<file path="src/rtl/uart_rx_pkg.sv">
// Shared types and constants for the UART receive deserializer.
// State encoding, word-length codes, oversample sample points.
package uart_rx_pkg;

  typedef enum logic [2:0] {
    IDLE,
    START,
    DATA,
    PARITY,
    STOP
  } state_t;

  localparam logic [1:0] NB5 = 2'b00;
  localparam logic [1:0] NB6 = 2'b01;
  localparam logic [1:0] NB7 = 2'b10;
  localparam logic [1:0] NB8 = 2'b11;

  localparam logic [3:0] MID_START = 4'd7;
  localparam logic [3:0] MID_BIT   = 4'd15;

  // Index of the last data bit (word length minus one).
  function automatic logic [2:0] last_idx(input logic [1:0] nb);
    logic [2:0] r;
    r = 3'd7;
    unique case (nb)
      NB5: r = 3'd4;
      NB6: r = 3'd5;
      NB7: r = 3'd6;
      NB8: r = 3'd7;
    endcase
    return r;
  endfunction

endpackage

</file>
<file path="src/rtl/uart_rx_deserializer_if.sv">
// Receive bus: baud enable, serial line, config and read strobe in;
// received word with status flags out. slave = receiver side.
interface uart_rx_deserializer_if;

  logic       brc;
  logic       sin;
  logic [1:0] num_bits;
  logic       parity_en;
  logic       parity_even;
  logic       rd;
  logic [7:0] dout;
  logic       valid;
  logic       parity_err;
  logic       frame_err;
  logic       break_det;
  logic       overrun;

  modport master (
    output brc, sin, num_bits, parity_en, parity_even, rd,
    input  dout, valid, parity_err, frame_err, break_det, overrun
  );

  modport slave (
    input  brc, sin, num_bits, parity_en, parity_even, rd,
    output dout, valid, parity_err, frame_err, break_det, overrun
  );

endinterface

</file>
<file path="src/rtl/uart_sipo_shift.sv">
// 8-bit serial-in shift register, new bit enters at bit 7.
// Ports: clk, rst (async), clr (sync clear), en (shift), din, q.
module uart_sipo_shift (
  input  logic       clk,
  input  logic       rst,
  input  logic       clr,
  input  logic       en,
  input  logic       din,
  output logic [7:0] q
);

  always_ff @(posedge clk or posedge rst) begin
    if (rst)
      q <= '0;
    else if (clr)
      q <= '0;
    else if (en)
      q <= {din, q[7:1]};
  end

endmodule

</file>
<file path="src/rtl/uart_rx_deserializer.sv">
// UART receive bit engine: 16x oversampled start/data/parity/stop.
// Ports: clk, rst (async, active-high), bus (slave modport).
module uart_rx_deserializer
  import uart_rx_pkg::*;
(
  input  logic clk,
  input  logic rst,
  uart_rx_deserializer_if.slave bus
);

  logic       s_meta, s, s_prev;
  state_t     state, state_nx;
  logic [3:0] cnt;
  logic [2:0] bitn, last_q;
  logic       pen_q, peven_q, pbit_q;
  logic       start_ok, cnt_clr, shift, psample, load;
  logic [7:0] shreg;
  logic [7:0] dout_q;
  logic       valid_q, perr_q, ferr_q, brk_q, ovr_q;
  logic       perr_nx, brk_nx;

  // s_prev is the line value seen at the previous brc, so only a
  // real high-to-low edge starts a frame.
  always_ff @(posedge clk or posedge rst) begin
    if (rst) begin
      s_meta <= 1'b1;
      s      <= 1'b1;
      s_prev <= 1'b1;
    end else begin
      s_meta <= bus.sin;
      s      <= s_meta;
      if (bus.brc)
        s_prev <= s;
    end
  end

  always_ff @(posedge clk or posedge rst) begin
    if (rst)
      state <= IDLE;
    else
      state <= state_nx;
  end

  always_comb begin
    state_nx = state;
    start_ok = 1'b0;
    cnt_clr  = 1'b0;
    shift    = 1'b0;
    psample  = 1'b0;
    load     = 1'b0;
    if (bus.brc) begin
      unique case (state)
        IDLE: begin
          if (!s && s_prev) begin
            state_nx = START;
            cnt_clr  = 1'b1;
          end
        end
        START: begin
          if (cnt == MID_START) begin
            cnt_clr = 1'b1;
            if (!s) begin
              state_nx = DATA;
              start_ok = 1'b1;
            end else begin
              state_nx = IDLE;
            end
          end
        end
        DATA: begin
          if (cnt == MID_BIT) begin
            shift = 1'b1;
            if (bitn == last_q)
              state_nx = pen_q ? PARITY : STOP;
          end
        end
        PARITY: begin
          if (cnt == MID_BIT) begin
            psample  = 1'b1;
            state_nx = STOP;
          end
        end
        STOP: begin
          if (cnt == MID_BIT) begin
            load     = 1'b1;
            state_nx = IDLE;
          end
        end
        default: state_nx = IDLE;
      endcase
    end
  end

  always_ff @(posedge clk or posedge rst) begin
    if (rst) begin
      cnt     <= '0;
      bitn    <= '0;
      last_q  <= 3'd7;
      pen_q   <= 1'b0;
      peven_q <= 1'b0;
      pbit_q  <= 1'b0;
    end else begin
      if (bus.brc)
        cnt <= cnt_clr ? 4'd0 : cnt + 4'd1;
      if (start_ok) begin
        bitn    <= '0;
        last_q  <= last_idx(bus.num_bits);
        pen_q   <= bus.parity_en;
        peven_q <= bus.parity_even;
        pbit_q  <= 1'b0;
      end else begin
        if (shift)
          bitn <= bitn + 3'd1;
        if (psample)
          pbit_q <= s;
      end
    end
  end

  uart_sipo_shift u_shift (
    .clk (clk),
    .rst (rst),
    .clr (start_ok),
    .en  (shift),
    .din (s),
    .q   (shreg)
  );

  // Unused low bits of shreg stay zero, so whole-register XOR and
  // compare-to-zero cover exactly the received data bits.
  assign perr_nx = pen_q & (^shreg ^ pbit_q ^ ~peven_q);
  assign brk_nx  = (shreg == 8'd0) & ~(pen_q & pbit_q) & ~s;

  always_ff @(posedge clk or posedge rst) begin
    if (rst) begin
      dout_q  <= '0;
      valid_q <= 1'b0;
      perr_q  <= 1'b0;
      ferr_q  <= 1'b0;
      brk_q   <= 1'b0;
      ovr_q   <= 1'b0;
    end else if (load) begin
      dout_q  <= shreg >> (3'd7 - last_q);
      perr_q  <= perr_nx;
      ferr_q  <= ~s;
      brk_q   <= brk_nx;
      valid_q <= 1'b1;
      if (valid_q && !bus.rd)
        ovr_q <= 1'b1;
    end else if (bus.rd) begin
      valid_q <= 1'b0;
      ovr_q   <= 1'b0;
    end
  end

  assign bus.dout       = dout_q;
  assign bus.valid      = valid_q;
  assign bus.parity_err = perr_q;
  assign bus.frame_err  = ferr_q;
  assign bus.break_det  = brk_q;
  assign bus.overrun    = ovr_q;

endmodule

</file>
<file path="src/flat_wrapper.sv">
// flat-port wrapper written by rule: the top's interface ports become plain ports
module uart_rx_deserializer_flat import uart_rx_pkg::*;
  (clk, rst, bus_brc, bus_sin, bus_num_bits, bus_parity_en, bus_parity_even, bus_rd, bus_dout, bus_valid, bus_parity_err, bus_frame_err, bus_break_det, bus_overrun);
  uart_rx_deserializer_if bus_i ();
  input  logic clk;
  input  logic rst;
  input wire logic [$bits(bus_i.brc)-1:0] bus_brc;
  input wire logic [$bits(bus_i.sin)-1:0] bus_sin;
  input wire logic [$bits(bus_i.num_bits)-1:0] bus_num_bits;
  input wire logic [$bits(bus_i.parity_en)-1:0] bus_parity_en;
  input wire logic [$bits(bus_i.parity_even)-1:0] bus_parity_even;
  input wire logic [$bits(bus_i.rd)-1:0] bus_rd;
  output wire logic [$bits(bus_i.dout)-1:0] bus_dout;
  output wire logic [$bits(bus_i.valid)-1:0] bus_valid;
  output wire logic [$bits(bus_i.parity_err)-1:0] bus_parity_err;
  output wire logic [$bits(bus_i.frame_err)-1:0] bus_frame_err;
  output wire logic [$bits(bus_i.break_det)-1:0] bus_break_det;
  output wire logic [$bits(bus_i.overrun)-1:0] bus_overrun;
  assign bus_i.brc = bus_brc;
  assign bus_i.sin = bus_sin;
  assign bus_i.num_bits = bus_num_bits;
  assign bus_i.parity_en = bus_parity_en;
  assign bus_i.parity_even = bus_parity_even;
  assign bus_i.rd = bus_rd;
  assign bus_dout = bus_i.dout;
  assign bus_valid = bus_i.valid;
  assign bus_parity_err = bus_i.parity_err;
  assign bus_frame_err = bus_i.frame_err;
  assign bus_break_det = bus_i.break_det;
  assign bus_overrun = bus_i.overrun;
  uart_rx_deserializer u_core (.clk(clk), .rst(rst), .bus(bus_i));
endmodule
</file>
<file path="config.mk">
export PLATFORM = sky130hd
export DESIGN_NAME = uart_rx_deserializer_flat
export DESIGN_NICKNAME = d
export VERILOG_FILES = /design/src/rtl/uart_rx_pkg.sv /design/src/rtl/uart_rx_deserializer_if.sv /design/src/rtl/uart_sipo_shift.sv /design/src/rtl/uart_rx_deserializer.sv /design/src/flat_wrapper.sv
export SDC_FILE = /design/constraint.sdc
export NUM_CORES = 1
export LEC_CHECK = 0
export ABC_AREA = 1
export CAP_MARGIN = 0
export CORE_ASPECT_RATIO = 0.6
export CORE_MARGIN = 2
export CORE_UTILIZATION = 53
export CTS_BUF_LIST = sky130_fd_sc_hd__clkbuf_2
export DETAILED_ROUTE_END_ITERATION = 8
export PLACE_DENSITY = 0.82
export SYNTH_ARGS = -nofsm -noshare
export SYNTH_HDL_FRONTEND = slang
export SYNTH_SLANG_ARGS = --single-unit
</file>
<file path="constraint.sdc">
create_clock -name clk -period 1.55 [get_ports clk]
set_clock_uncertainty 0.1 [all_clocks]
set_input_delay 0.3875 -clock clk [delete_from_list [all_inputs] [get_ports clk]]
set_output_delay 0.3875 -clock clk [all_outputs]
set_load 0.005 [all_outputs]
</file>
==> reports/metrics.cfg <==
[logic_synthesis]
synthesis.area_um2=2070
ys_types=37
yosysSeqAreaShare_pct=47.5
synth_edf_count=0
synth_area_per_cell_um2=8.26
synth-main-ff-cell=dfrtp_1
ys_top_cells_by_area=dfrtp_1 (41%), nand2_1 (14%), dfstp_2 (6.4%), o21ai_0 (5.3%), nand3_1 (4.4%)
syn-num-nets=265
async_flop_share_pct=100
ys_warn_count=0
ys_ff_latch=39
netlist_instances=250
yosys.area.top_type_share_pct=41.2
synth.largest_area_cell=dfrtp_1

[worst_setup_path]
worst-path-buf-inv=2
cp-start-kind=register
critPathMaxFanout=4
cpLargestDelayFamily=simple AND/OR/NAND/NOR gates
critPathCaptureType=register
crit_chain=ha_4 -> nand2_4 -> inv_4 -> nand2_4 -> nor2_4 -> buf_6 -> nand2_4 -> o31ai_4 -> nor3_1
crit_path_top_delay_cell=dfrtp_1
cp_num_cells=9
worstReg2RegStart=u_core.cnt[0]
critPathMaxStageDelay_ps=470
crit_type=register to register
worst_path_most_repeated_cell=nand2_4
reg2reg_depth=9
cp_data_arrival_time_ps=1970
worstPathRequired_ps=1730
regToRegSetupSlack_ps=-240
r2r-end=u_core.cnt[2]

[sta]
setup_violations=32
fin_crit_ps=1790
setup_slack_ps=-235
worst_pin_slew_ps=436
rsz0062_at_grt=true
hold_viol=0
fmax_ghz=0.560
timing.final.crit_share_pct=115
slew_headroom_pct=70.7
finalMaxSlewViolations=0
hold_slack_ps=65.3
finalSetupTns_ps=-2360

[floorplanning]
num_rows=17
die_h_um=52.4
design.core.area_um2=3700
initial_core_util_pct=55.8
io_pins=22
die_area_um2=4430
die_width_um=84.6

[drt]
dr.pass1.iters=5
drtAntennaViolNets=0
route.detailed.drc=0
drt-vias-per-instance=5.88
drt-total-wl_um=6490
drtIter0Drc=224
num_vias=2136
wl_per_cell_um=17.9

[power]
clockPowerShare_pct=9.6
report.power.total_mw=4.64
p_int_mw=2.50
leakagePower_nw=1.52
power.density_nw_per_um2=1570
seqPwrFrac_pct=34.9
p_sw_mw=2.14
peakVddDrop_v=0.000989
swShare_pct=46.0
comb_power_share_pct=55.4

[placed_design]
routabilityCongestion=1.03
io_buffers=21
dp.cells=340
hpwlAfterDp_um=3750

[clock_tree]
clk_path_buf_depth=2
clock_latency_ps=400
cts_buffers=5
clock-root-buffer=clkbuf_2
clk_pin_slew_ps=210
htreeDepth=2
cts.sinks=39
cts_tree=done

[grt]
overflow=0
antenna_found_initial=0
grt_max_degree=37
grt_pass1_vias=1733
grt_pass1_wl_um=8400
grtUsageTotal_pct=24.9

[layout]
final-seq-area_um2=983
n_fill_cell=213
syn_to_final_growth_pct=42.9
insertedDiodeCount=0
final_util_pct=79.8
nNetsFinal=330
multi_input_area_um2=1210
stdcell_count=363
drive_gt1_share_pct=38.6

[outcome]
status=complete, but fails checks
violations=negative setup slack

[flow_run]
drv_cap=0

[worst_hold_path]
hold_path.class=input pin to asynchronous set/reset pin

-- worst reg2reg max path, delay by kind of cell (launching register included) --
family                   cells  cell delay, ps
flip-flops                   1             470
buffers and inverters        2             180
AND/OR/NAND/NOR              5             630
adder cells (fa/ha/maj)      1             200
AO/OA/AOI/OAI                1              80
-- registers in the layout, indices dropped and copies added, names as in the netlist, 2 cells and up --
register and cells:
u_core.u_shift.q 8, u_core.cnt 4, u_core.bus.dout 8, u_core.bitn 3
u_core.state 3, u_core.last_q 2
-- cell usage in the layout, fill, tap and decap left out, drive strengths merged --
| cell | instances |
|---|---|
| nand2 | 80 |
| buf | 39 |
| dfrtp | 34 |
| o21ai | 29 |
| inv | 28 |
| nand3 | 19 |
| nor2 | 16 |
| clkbuf | 11 |
| clkdlybuf4s15 | 9 |
| clkdlybuf4s50 | 8 |
| a21oi | 8 |
| ha | 6 |
| dfstp | 5 |
| o22ai | 5 |
| or2 | 3 |
| clkinv | 3 |
| xor2 | 2 |
| nand4 | 2 |
| o31ai | 2 |
| xnor2 | 1 |
| nand3b | 1 |
| nor3 | 1 |
| and2 | 1 |
| a21boi | 1 |
| a21o | 1 |
| o2bb2ai | 1 |
-- what timing repair did --
item / CTS / global route
setup buffers: 4 / 9
pin swaps: 7 / 18
endpoints found under the hold margin: 0 / 0
hold buffers: 0 / 0
resized for setup: 33 / 73
endpoints found under the setup margin: 41 / 44
gates cloned: 1 / 1
-- power groups by stage --
stage	Combinational (mW)	Sequential, mW	Clock (mW)
floorplan	1.21	1.50	0
global placement	1.80	1.53	0
detailed placement	1.87	1.55	0
CTS	1.97	1.55	0.447
global route	2.79	1.64	0.491
finish	2.57	1.62	0.447
-- per-stage QoR --
stage	setup WS (ps)	cell area [µm²]
5_1_grt	-190	2950
3_5_place_dp	-473	2520
3_3_place_gp	-373	2520
2_1_floorplan	13.4	2070
6_report	-235	2950
4_1_cts	-24.9	2630
-- final cells by class --
cell class,count,area share (%)
Inverter,29,4.03
Multi-Input combinational cell,179,40.9
Sequential cell,39,33.3
Timing Repair Buffer,61,18.4
Tap cell,47,1.99
Clock buffer,6,1.02
Clock inverter,2,0.297
-- worst max path at each step --
stage	from	end	slack (ps)
2_1_floorplan	u_core.cnt[0]	u_core.pbit_q	10
6_report	u_core.cnt[0]	u_core.cnt[2]	-240
5_1_grt	u_core.last_q[1]	u_core.bus.dout[0]	-190
3_3_place_gp	bus_brc	u_core.cnt[1]	-370
3_5_place_dp	bus_brc	u_core.cnt[1]	-470
4_1_cts	u_core.u_shift.q[4]	u_core.bus.parity_err	-20
-- layer usage --
| layer | vias to the layer above | wire length, µm | track usage [%] |
|---|---|---|---|
| met4 | 0 | 316 | 7.14 |
| met1 | 1008 | 2720 | 34.5 |
| met5 | - | 0 | 0 |
| met3 | 29 | 510 | 6.93 |
| li1 | 949 | - | - |
| met2 | 150 | 2940 | 38.8 |
-- Yosys cell counts, types with 4 or more instances --
| cell | count |
|---|---|
| nand2_1 | 75 |
| dfrtp_1 | 34 |
| inv_1 | 23 |
| o21ai_0 | 22 |
| nand3_1 | 18 |
| nor2_1 | 13 |
| a21oi_1 | 8 |
| ha_1 | 6 |
| o21ai_1 | 6 |
| dfstp_2 | 5 |
| o22ai_1 | 5 |
| inv_2 | 4 |
-- cell families (layout without fill, tap and decap cells) --
group                      Yosys count  count (layout)  synth area share (%)
and+or+nand+nor                    122             123                  27.4
AOI/OAI and AO/OA                   47              47                  13.1
DFF                                 39              39                  47.5
buffers and inverters               33              98                  7.03
adders and majority gates            6               6                  3.63
xor gates and xnor gates             3               3                  1.27
(Power assumes the default switching activity.)
